`config.mk`:
```
export PLATFORM = sky130hd
export DESIGN_NAME = block_alu_acc_seq
export DESIGN_NICKNAME = d
export VERILOG_FILES = /design/src/rtl/block_alu_acc_seq.sv
export SDC_FILE = /design/constraint.sdc
export NUM_CORES = 1
export LEC_CHECK = 0
export CORE_ASPECT_RATIO = 1.2
export CORE_MARGIN = 10
export CORE_UTILIZATION = 65
export CTS_CLUSTER_DIAMETER = 200
export DETAILED_ROUTE_END_ITERATION = 8
export DONT_BUFFER_PORTS = 1
export GPL_ROUTABILITY_DRIVEN = 0
export MAX_ROUTING_LAYER = met4
export PLACE_DENSITY_LB_ADDON = 0.25
export SYNTH_ARGS = -nofsm -noshare
export SYNTH_HDL_FRONTEND = slang
export SYNTH_SLANG_ARGS = --single-unit
```
`constraint.sdc`:
```
create_clock -name clk_i -period 4.2 [get_ports clk_i]
set_input_delay 0.21 -clock clk_i [delete_from_list [all_inputs] [get_ports clk_i]]
set_output_delay 0.21 -clock clk_i [all_outputs]
set_load 0.02 [all_outputs]
```
`src/rtl/block_alu_acc_seq.sv`:
```
// block_alu_acc_seq: ALU/accumulator with an internal shift-add multiply and
// restoring-divide sequencer. The accumulator is {acc_high, acc_low}.
// acc_high holds the ALU result or remainder. acc_low holds the operand or quotient.
//
// Ports:
//   clk_i           rising-edge clock
//   reset_ni        synchronous active-low reset
//   start_i         launch op_i (sampled only while not busy)
//   op_i            000 LOAD, 001 ADD, 010 SUB, 011 AND, 100 MUL, 101 DIV, 110 SHL, 111 SHR
//   bus_data_i      operand A / LOAD source
//   bus_reg_data_i  operand B, latched at an accepted start
//   busy_o          multi-cycle op in progress
//   done_o          one-cycle completion pulse
//   acc_data_o      {acc_high, acc_low}
//   zero_flag_o     acc_data_o == 0
//   sign_flag_o     acc_data_o MSB
//   carry_flag_o    registered carry / borrow / shifted-out bit
//   div_by_zero_o   sticky divide-by-zero, cleared by the next accepted start
//
// Build option: define ALU_ACC_DIV_EN to compile in the divider. When it is
// undefined, op 101 is a single-cycle NOP and div_by_zero_o is tied low.
module block_alu_acc_seq #(
    parameter int unsigned DATA_W = 4
) (
    input  logic                  clk_i,
    input  logic                  reset_ni,
    input  logic                  start_i,
    input  logic [2:0]            op_i,
    input  logic [DATA_W-1:0]     bus_data_i,
    input  logic [DATA_W-1:0]     bus_reg_data_i,
    output logic                  busy_o,
    output logic                  done_o,
    output logic [2*DATA_W-1:0]   acc_data_o,
    output logic                  zero_flag_o,
    output logic                  sign_flag_o,
    output logic                  carry_flag_o,
    output logic                  div_by_zero_o
);

    localparam int unsigned ACC_W = 2 * DATA_W;
    localparam int unsigned CntW  = $clog2(DATA_W + 1);

    localparam logic [2:0] OpLoad = 3'b000;
    localparam logic [2:0] OpAdd  = 3'b001;
    localparam logic [2:0] OpSub  = 3'b010;
    localparam logic [2:0] OpAnd  = 3'b011;
    localparam logic [2:0] OpMul  = 3'b100;
    localparam logic [2:0] OpDiv  = 3'b101;
    localparam logic [2:0] OpShl  = 3'b110;
    localparam logic [2:0] OpShr  = 3'b111;

    typedef enum logic [1:0] {StIdle, StMul, StDiv} state_e;

    state_e              state_q, state_d;
    logic [CntW-1:0]     cnt_q, cnt_d;
    logic [DATA_W-1:0]   acc_hi_q, acc_hi_d;
    logic [DATA_W-1:0]   acc_lo_q, acc_lo_d;
    logic [DATA_W-1:0]   b_q, b_d;
    logic                carry_q, carry_d;
    logic                done_q, done_d;
    logic                dbz_q, dbz_d;

    // Multiply step: optional add, then shift {c, acc_high, acc_low} right by one.
    logic [DATA_W:0]     mul_sum;
    logic [ACC_W:0]      mul_cat;
    logic                last_iter;

    assign mul_sum   = acc_lo_q[0] ? ({1'b0, acc_hi_q} + {1'b0, b_q}) : {1'b0, acc_hi_q};
    assign mul_cat   = {mul_sum, acc_lo_q};
    assign last_iter = (cnt_q == CntW'(DATA_W - 1));

`ifdef ALU_ACC_DIV_EN
    // Divide step: shift left into a DATA_W+1 bit partial remainder, then trial subtract.
    logic [DATA_W:0]     div_part;
    logic [DATA_W:0]     div_diff;
    logic [DATA_W-1:0]   div_lo_sh;

    assign div_part  = {acc_hi_q, acc_lo_q[DATA_W-1]};
    assign div_diff  = div_part - {1'b0, b_q};
    assign div_lo_sh = {acc_lo_q[DATA_W-2:0], 1'b0};
`endif

    always_comb begin
        state_d  = state_q;
        cnt_d    = cnt_q;
        acc_hi_d = acc_hi_q;
        acc_lo_d = acc_lo_q;
        b_d      = b_q;
        carry_d  = carry_q;
        done_d   = 1'b0;
        dbz_d    = dbz_q;

        unique case (state_q)
            StIdle: begin
                if (start_i) begin
                    done_d = 1'b1;
                    dbz_d  = 1'b0;
                    unique case (op_i)
                        OpLoad: begin
                            acc_hi_d = '0;
                            acc_lo_d = bus_data_i;
                            carry_d  = 1'b0;
                        end
                        OpAdd: {carry_d, acc_hi_d} = {1'b0, acc_hi_q} + {1'b0, bus_reg_data_i};
                        OpSub: begin
                            acc_hi_d = acc_hi_q - bus_reg_data_i;
                            carry_d  = (acc_hi_q < bus_reg_data_i);
                        end
                        OpAnd: acc_hi_d = acc_hi_q & bus_reg_data_i;
                        OpMul: begin
                            b_d      = bus_reg_data_i;
                            acc_hi_d = '0;
                            cnt_d    = '0;
                            state_d  = StMul;
                            done_d   = 1'b0;
                        end
                        OpDiv: begin
`ifdef ALU_ACC_DIV_EN
                            if (bus_reg_data_i == '0) begin
                                dbz_d = 1'b1;
                            end else begin
                                b_d     = bus_reg_data_i;
                                cnt_d   = '0;
                                state_d = StDiv;
                                done_d  = 1'b0;
                            end
`endif
                        end
                        OpShl: {carry_d, acc_hi_d, acc_lo_d} = {acc_hi_q, acc_lo_q, 1'b0};
                        OpShr: {acc_hi_d, acc_lo_d, carry_d} = {1'b0, acc_hi_q, acc_lo_q};
                        default: ;
                    endcase
                end
            end
            StMul: begin
                acc_hi_d = mul_cat[ACC_W:DATA_W+1];
                acc_lo_d = mul_cat[DATA_W:1];
                cnt_d    = cnt_q + 1'b1;
                if (last_iter) begin
                    state_d = StIdle;
                    done_d  = 1'b1;
                    carry_d = 1'b0;
                end
            end
`ifdef ALU_ACC_DIV_EN
            StDiv: begin
                if (div_part >= {1'b0, b_q}) begin
                    acc_hi_d = div_diff[DATA_W-1:0];
                    acc_lo_d = div_lo_sh | DATA_W'(1);
                end else begin
                    acc_hi_d = div_part[DATA_W-1:0];
                    acc_lo_d = div_lo_sh;
                end
                cnt_d = cnt_q + 1'b1;
                if (last_iter) begin
                    state_d = StIdle;
                    done_d  = 1'b1;
                    carry_d = 1'b0;
                end
            end
`endif
            default: state_d = StIdle;
        endcase
    end

    always_ff @(posedge clk_i) begin
        if (!reset_ni) begin
            state_q  <= StIdle;
            cnt_q    <= '0;
            acc_hi_q <= '0;
            acc_lo_q <= '0;
            b_q      <= '0;
            carry_q  <= 1'b0;
            done_q   <= 1'b0;
            dbz_q    <= 1'b0;
        end else begin
            state_q  <= state_d;
            cnt_q    <= cnt_d;
            acc_hi_q <= acc_hi_d;
            acc_lo_q <= acc_lo_d;
            b_q      <= b_d;
            carry_q  <= carry_d;
            done_q   <= done_d;
            dbz_q    <= dbz_d;
        end
    end

    assign busy_o        = (state_q != StIdle);
    assign done_o        = done_q;
    assign acc_data_o    = {acc_hi_q, acc_lo_q};
    assign zero_flag_o   = (acc_data_o == '0);
    assign sign_flag_o   = acc_hi_q[DATA_W-1];
    assign carry_flag_o  = carry_q;
`ifdef ALU_ACC_DIV_EN
    assign div_by_zero_o = dbz_q;
`else
    assign div_by_zero_o = 1'b0;
`endif

endmodule

```
# == Word-level counts from Yosys, hierarchy flattened ==
# Cells that the tools add are included.
# word_totals
ff_bits,19
inputBits,14
word_cells,61
# classes
add_sub_neg,4
order_cmp,1
n_eq_ne,14
n_mux,22
n_bitwise,1
reduce_logical,12
# op_table
cell,count
$pmux W4 S6,1
$pmux W4 S2,2
$reduce_and A3 Y1,5
$pmux W4 S3,1
$add A4 B4 Y5,2
$eq A3 B2 Y1 const B,3
$eq A3 B3 Y1 const B,3
$logic_not A8 Y1,1
$mux W4,2
$ne A7 B2 Y1 const B,1
$mux W2,3
$mux W3,2
$ne A6 B1 Y1 const B,1
$pmux W3 S2,1
$mux W1,5
$mux W5,1
$pmux W1 S5,1
$and A4 B4 Y4,1
$lt A4 B4 Y1,1
$ne A2 B2 Y1 const B,2
$ne A4 B1 Y1 const B,1
$pmux W1 S2,2
$pmux W2 S2,1
$reduce_and A4 Y1,1
9 further kinds,10

# == Depth between registers and ports, before layout ==
# depth
word_depth,5
ltp_mapped,8

# == Least setup slack after synthesis ==
# OpenSTA, ideal clock, no wires.
# synth_path
path_type,reg-to-reg
start,reg acc_hi_q[0]
end,reg acc_hi_q[1]
arrival_ns,2.108
required_time_ns,4.071
path_slack_ns,1.963
stages_incl_launch_ff,8
synth_period_minus_slack_ns,2.237
path_cell_list,dfxtp_1 inv_1 ha_1 fa_1 inv_1 mux4_1 a221oi_1 o22ai_1
# synth_via
elab_chain_len,4
elab_cells_between_ends,7
classes_between,add/sub (3); mux (4)
# synth_rtl
item,line_no,rtl
start: declaration,56,"logic [DATA_W-1:0] acc_hi_q, acc_hi_d;"
start signal: assignment,179,acc_hi_q <= acc_hi_d;
$sub A4 B4 Y4 or $add A4 B4 Y5 (tied branches),"106, 104",
$pmux W4 S6,98,unique case (op_i)
$mux W4,95,if (start_i) begin
$pmux W4 S2 (*),93,unique case (state_q)
# Every way passes the cells marked *; elsewhere a longest branch is shown, timed or not. The select of a mux whose other input is x is not followed.
# A chain may end at the register's enable or synchronous reset.

# == Final worst setup path ==
# Ends and elaborated chain as after synthesis.

==> out/metrics.csv <==
stage,metric,value,unit
status,status,finished clean,
detailed_routing,drt-initial-drc-count,55,
worst_setup_path,crit_path_end,acc_hi_q[1],
clocking,cts_made_buffers,3,
yosys,synth_edf_count,0,
grt,grt_overflow,0,
timing,tightest_slew,696.5,ps
timing,setup_tns,0,ps
job,maxCapViolCount,0,
timing,finClkSkew,17.14,ps
grt,grt_pass1_vias,1385,
yosys,synth.distinct_cells,47,
worst_setup_path,worst-setup-path-type,flip-flop to flip-flop,
yosys,synthFlopType,dfxtp_1,
worst_setup_path,start_kind,flip-flop,
worst_setup_path,cp_max_fo,9,
timing,fmax,399.6,MHz
timing,relSlewSlack,53.51,%
floorplan,die_height,73.35,microns
timing,rsz0062_at_grt,no,
yosys,synth_seq_cells,18,
detailed_routing,drcViolationCount,0,
layout,layout-drive-gt1-share,5.028,%
timing,setup_viol,0,
worst_setup_path,crit_top_cell,inv_1,
detailed_routing,wl_per_cell,19.04,microns
worst_setup_path,cp.required,4400,ps
floorplan,rows,19,
power,ir_drop,0.2008,mV
floorplan,dieArea,4727,sq um
yosys,yosysTopAreaCell,dfxtp_1,
yosys,synth.most_common_cell,nand2_1,
detailed_routing,firstDrtPassIters,4,
clocking,insertion_delay,310,ps
power,power.density_cell_area,286.1,nW/um^2
layout,fin_area,1539,sq um
worst_setup_path,r2r-end,acc_hi_q[1],
clocking,htreeDepth,1,
yosys,yosysWarnings,0,
floorplan,ioPinCount,28,
clocking,cts_tree,yes,
worst_setup_path,slowest_delay,640,ps
detailed_routing,ant_nets,0,
placement,pre_cts_ws,1697,ps
worst_setup_path,r2r_cells,7,
layout,fillers,199,
grt,grt_max_degree,21,
yosys,syn_area_per_cell,8.199,sq um
detailed_routing,wl,3998,microns
yosys,synthesis.nets,219,
timing,slew_violations,0,
placement,dp_hpwl,3002,microns
grt,antenna_found_initial,0,
worst_setup_path,crit_path_top_delay_cell,dfxtp_1,
yosys,ys_seq_area_share,23.38,%
power,p_total,0.0004404,W
min_path,min_path_type,primary input to flip-flop,
worst_setup_path,crit_start,acc_hi_q[0],
layout,antenna_cells,0,
layout,nNetsFinal,211,
clocking,cts_sinks,18,
floorplan,coreArea,2282,sq um
worst_setup_path,r2r_start,acc_hi_q[0],
timing,period_minus_slack,2502,ps
layout,utilization,67.43,%
detailed_routing,vias_per_cell,6.390,
floorplan,start_util,67.54,%
clocking,clock-root-buffer,clkbuf_4,
yosys,syn_area,1541,sq um
yosys,synth_area_leaders,"dfxtp_1, ha_1, o21ai_0",
worst_setup_path,endpoint_kind,flip-flop,
grt,grt_usage,17.54,%
clocking,clk_path_buf_depth,2,
detailed_routing,vias,1342,
worst_setup_path,crit_arrival,2700,ps
yosys,synth_commonest_cells,"nand2_1, dfxtp_1, o21ai_0",
placement,placed_cell_area,1503,sq um
timing,setup_slack,1698,ps
timing,hold_viol,0,
power,p_leak,0.6285,nW
floorplan,die_w,64.46,microns
clocking,postCtsSetupBuffers,0,
placement,port_buffers,0,
worst_setup_path,r2r_setup_slack,1700,ps
clocking,path_clk_slew,120,ps
yosys,async_reset_ff_share,0,%
timing,fin_crit_sh,59.58,%
clocking,hold_buffers,0,
yosys,netlist_instances,188,
grt,grt_pass1_wl,6644,microns
layout,synthToLayoutAreaGrowth,-0.1621,%
worst_setup_path,path_cells,"inv_1, ha_1, fa_1, inv_1, mux4_1, a221oi_1, o22ai_1",
yosys,synth.top_cell.area_share,23.38,%
clocking,ctsResizeCount,0,
==> layout make-up <==
class                      count  area [sq um]  area share (%)
multi-input combinational    143          1051           68.29
clock buffer                   4         36.28           2.358
inverter                      14         52.55           3.415
sequential                    18         360.3           23.41
tap                           31         38.79           2.520
==> stage by stage <==
step | cells | hold slack (ps)
5_1_grt | 210 | 20.46
3_5_place_dp | 206 | 347.0
4_1_cts | 210 | 24.66
6_report | 210 | 24.72
2_1_floorplan | 188 | 366.1
3_3_place_gp | 206 | 337.3
==> layer usage <==
metal	vias to the layer above	track usage [%]	wire (microns)	share of wire [%]
li1	640	-	-	-
met1	620	19.49	1564	39
met2	62	27.85	1887	47
met3	20	5.623	357	8.9
met4	0	8.571	189	4.7
met5	-	-	0	0
==> power breakdown <==
| part | switching, W | total [W] | internal, W |
|---|---|---|---|
| Sequential | 0.0000326 | 0.000213 | 0.000180 |
| Clock | 0.0000611 | 0.000114 | 0.0000529 |
| Combinational | 0.0000597 | 0.000113 | 0.0000537 |
==> kinds of logic after synthesis <==
group | after synthesis | share of synthesized area, %
AND/OR/NAND/NOR | 59 | 18.75
AO/OA/AOI/OAI | 52 | 22.65
buffers and inverters | 27 | 8.441
flip-flops | 18 | 23.38
adder cells (fa/ha/maj) | 17 | 15.26
multiplexers | 8 | 7.874
XOR/XNOR | 6 | 3.410
other | 1 | 0.2433
==> worst min path at each step <==
stage                 startpoint  slack, ps  cells past startpoint            to
6_report                reset_ni         20                      2  carry_flag_o
5_1_grt                 reset_ni         20                      2   acc_hi_q[0]
4_1_cts                 reset_ni         20                      2  carry_flag_o
3_5_place_dp            reset_ni        350                      1    state_q[0]
3_3_place_gp            reset_ni        340                      1    state_q[0]
2_1_floorplan  bus_reg_data_i[0]        370                      2        b_q[0]
==> placed cells by master (no fill, tap or decap), types with 4 or more instances in the layout <==
cell      instances
a21boi_0          4
a21oi_1           9
and2_1            5
dfxtp_1          18
ha_1             14
inv_1            14
mux2i_1           5
nand2_1          19
nand3_1           4
nor2_1           13
nor2b_1           6
o21ai_0          15
==> worst max-delay path: cells and delay by family, from the launching register on <==
family / cells / cell delay [ps]
compound gates: 2 / 390
fa+ha+maj: 2 / 730
buf+inv: 2 / 150
flops: 1 / 640
mux: 1 / 480
==> flip-flops by register name, summed over array words and instances (netlist names) <==
signal / flops
state_q: 1
cnt_q: 3
carry_flag_o: 1
done_o: 1
acc_hi_q: 4
acc_lo_q: 4
b_q: 4
No activity file was read; power rests on OpenSTA's default activity.
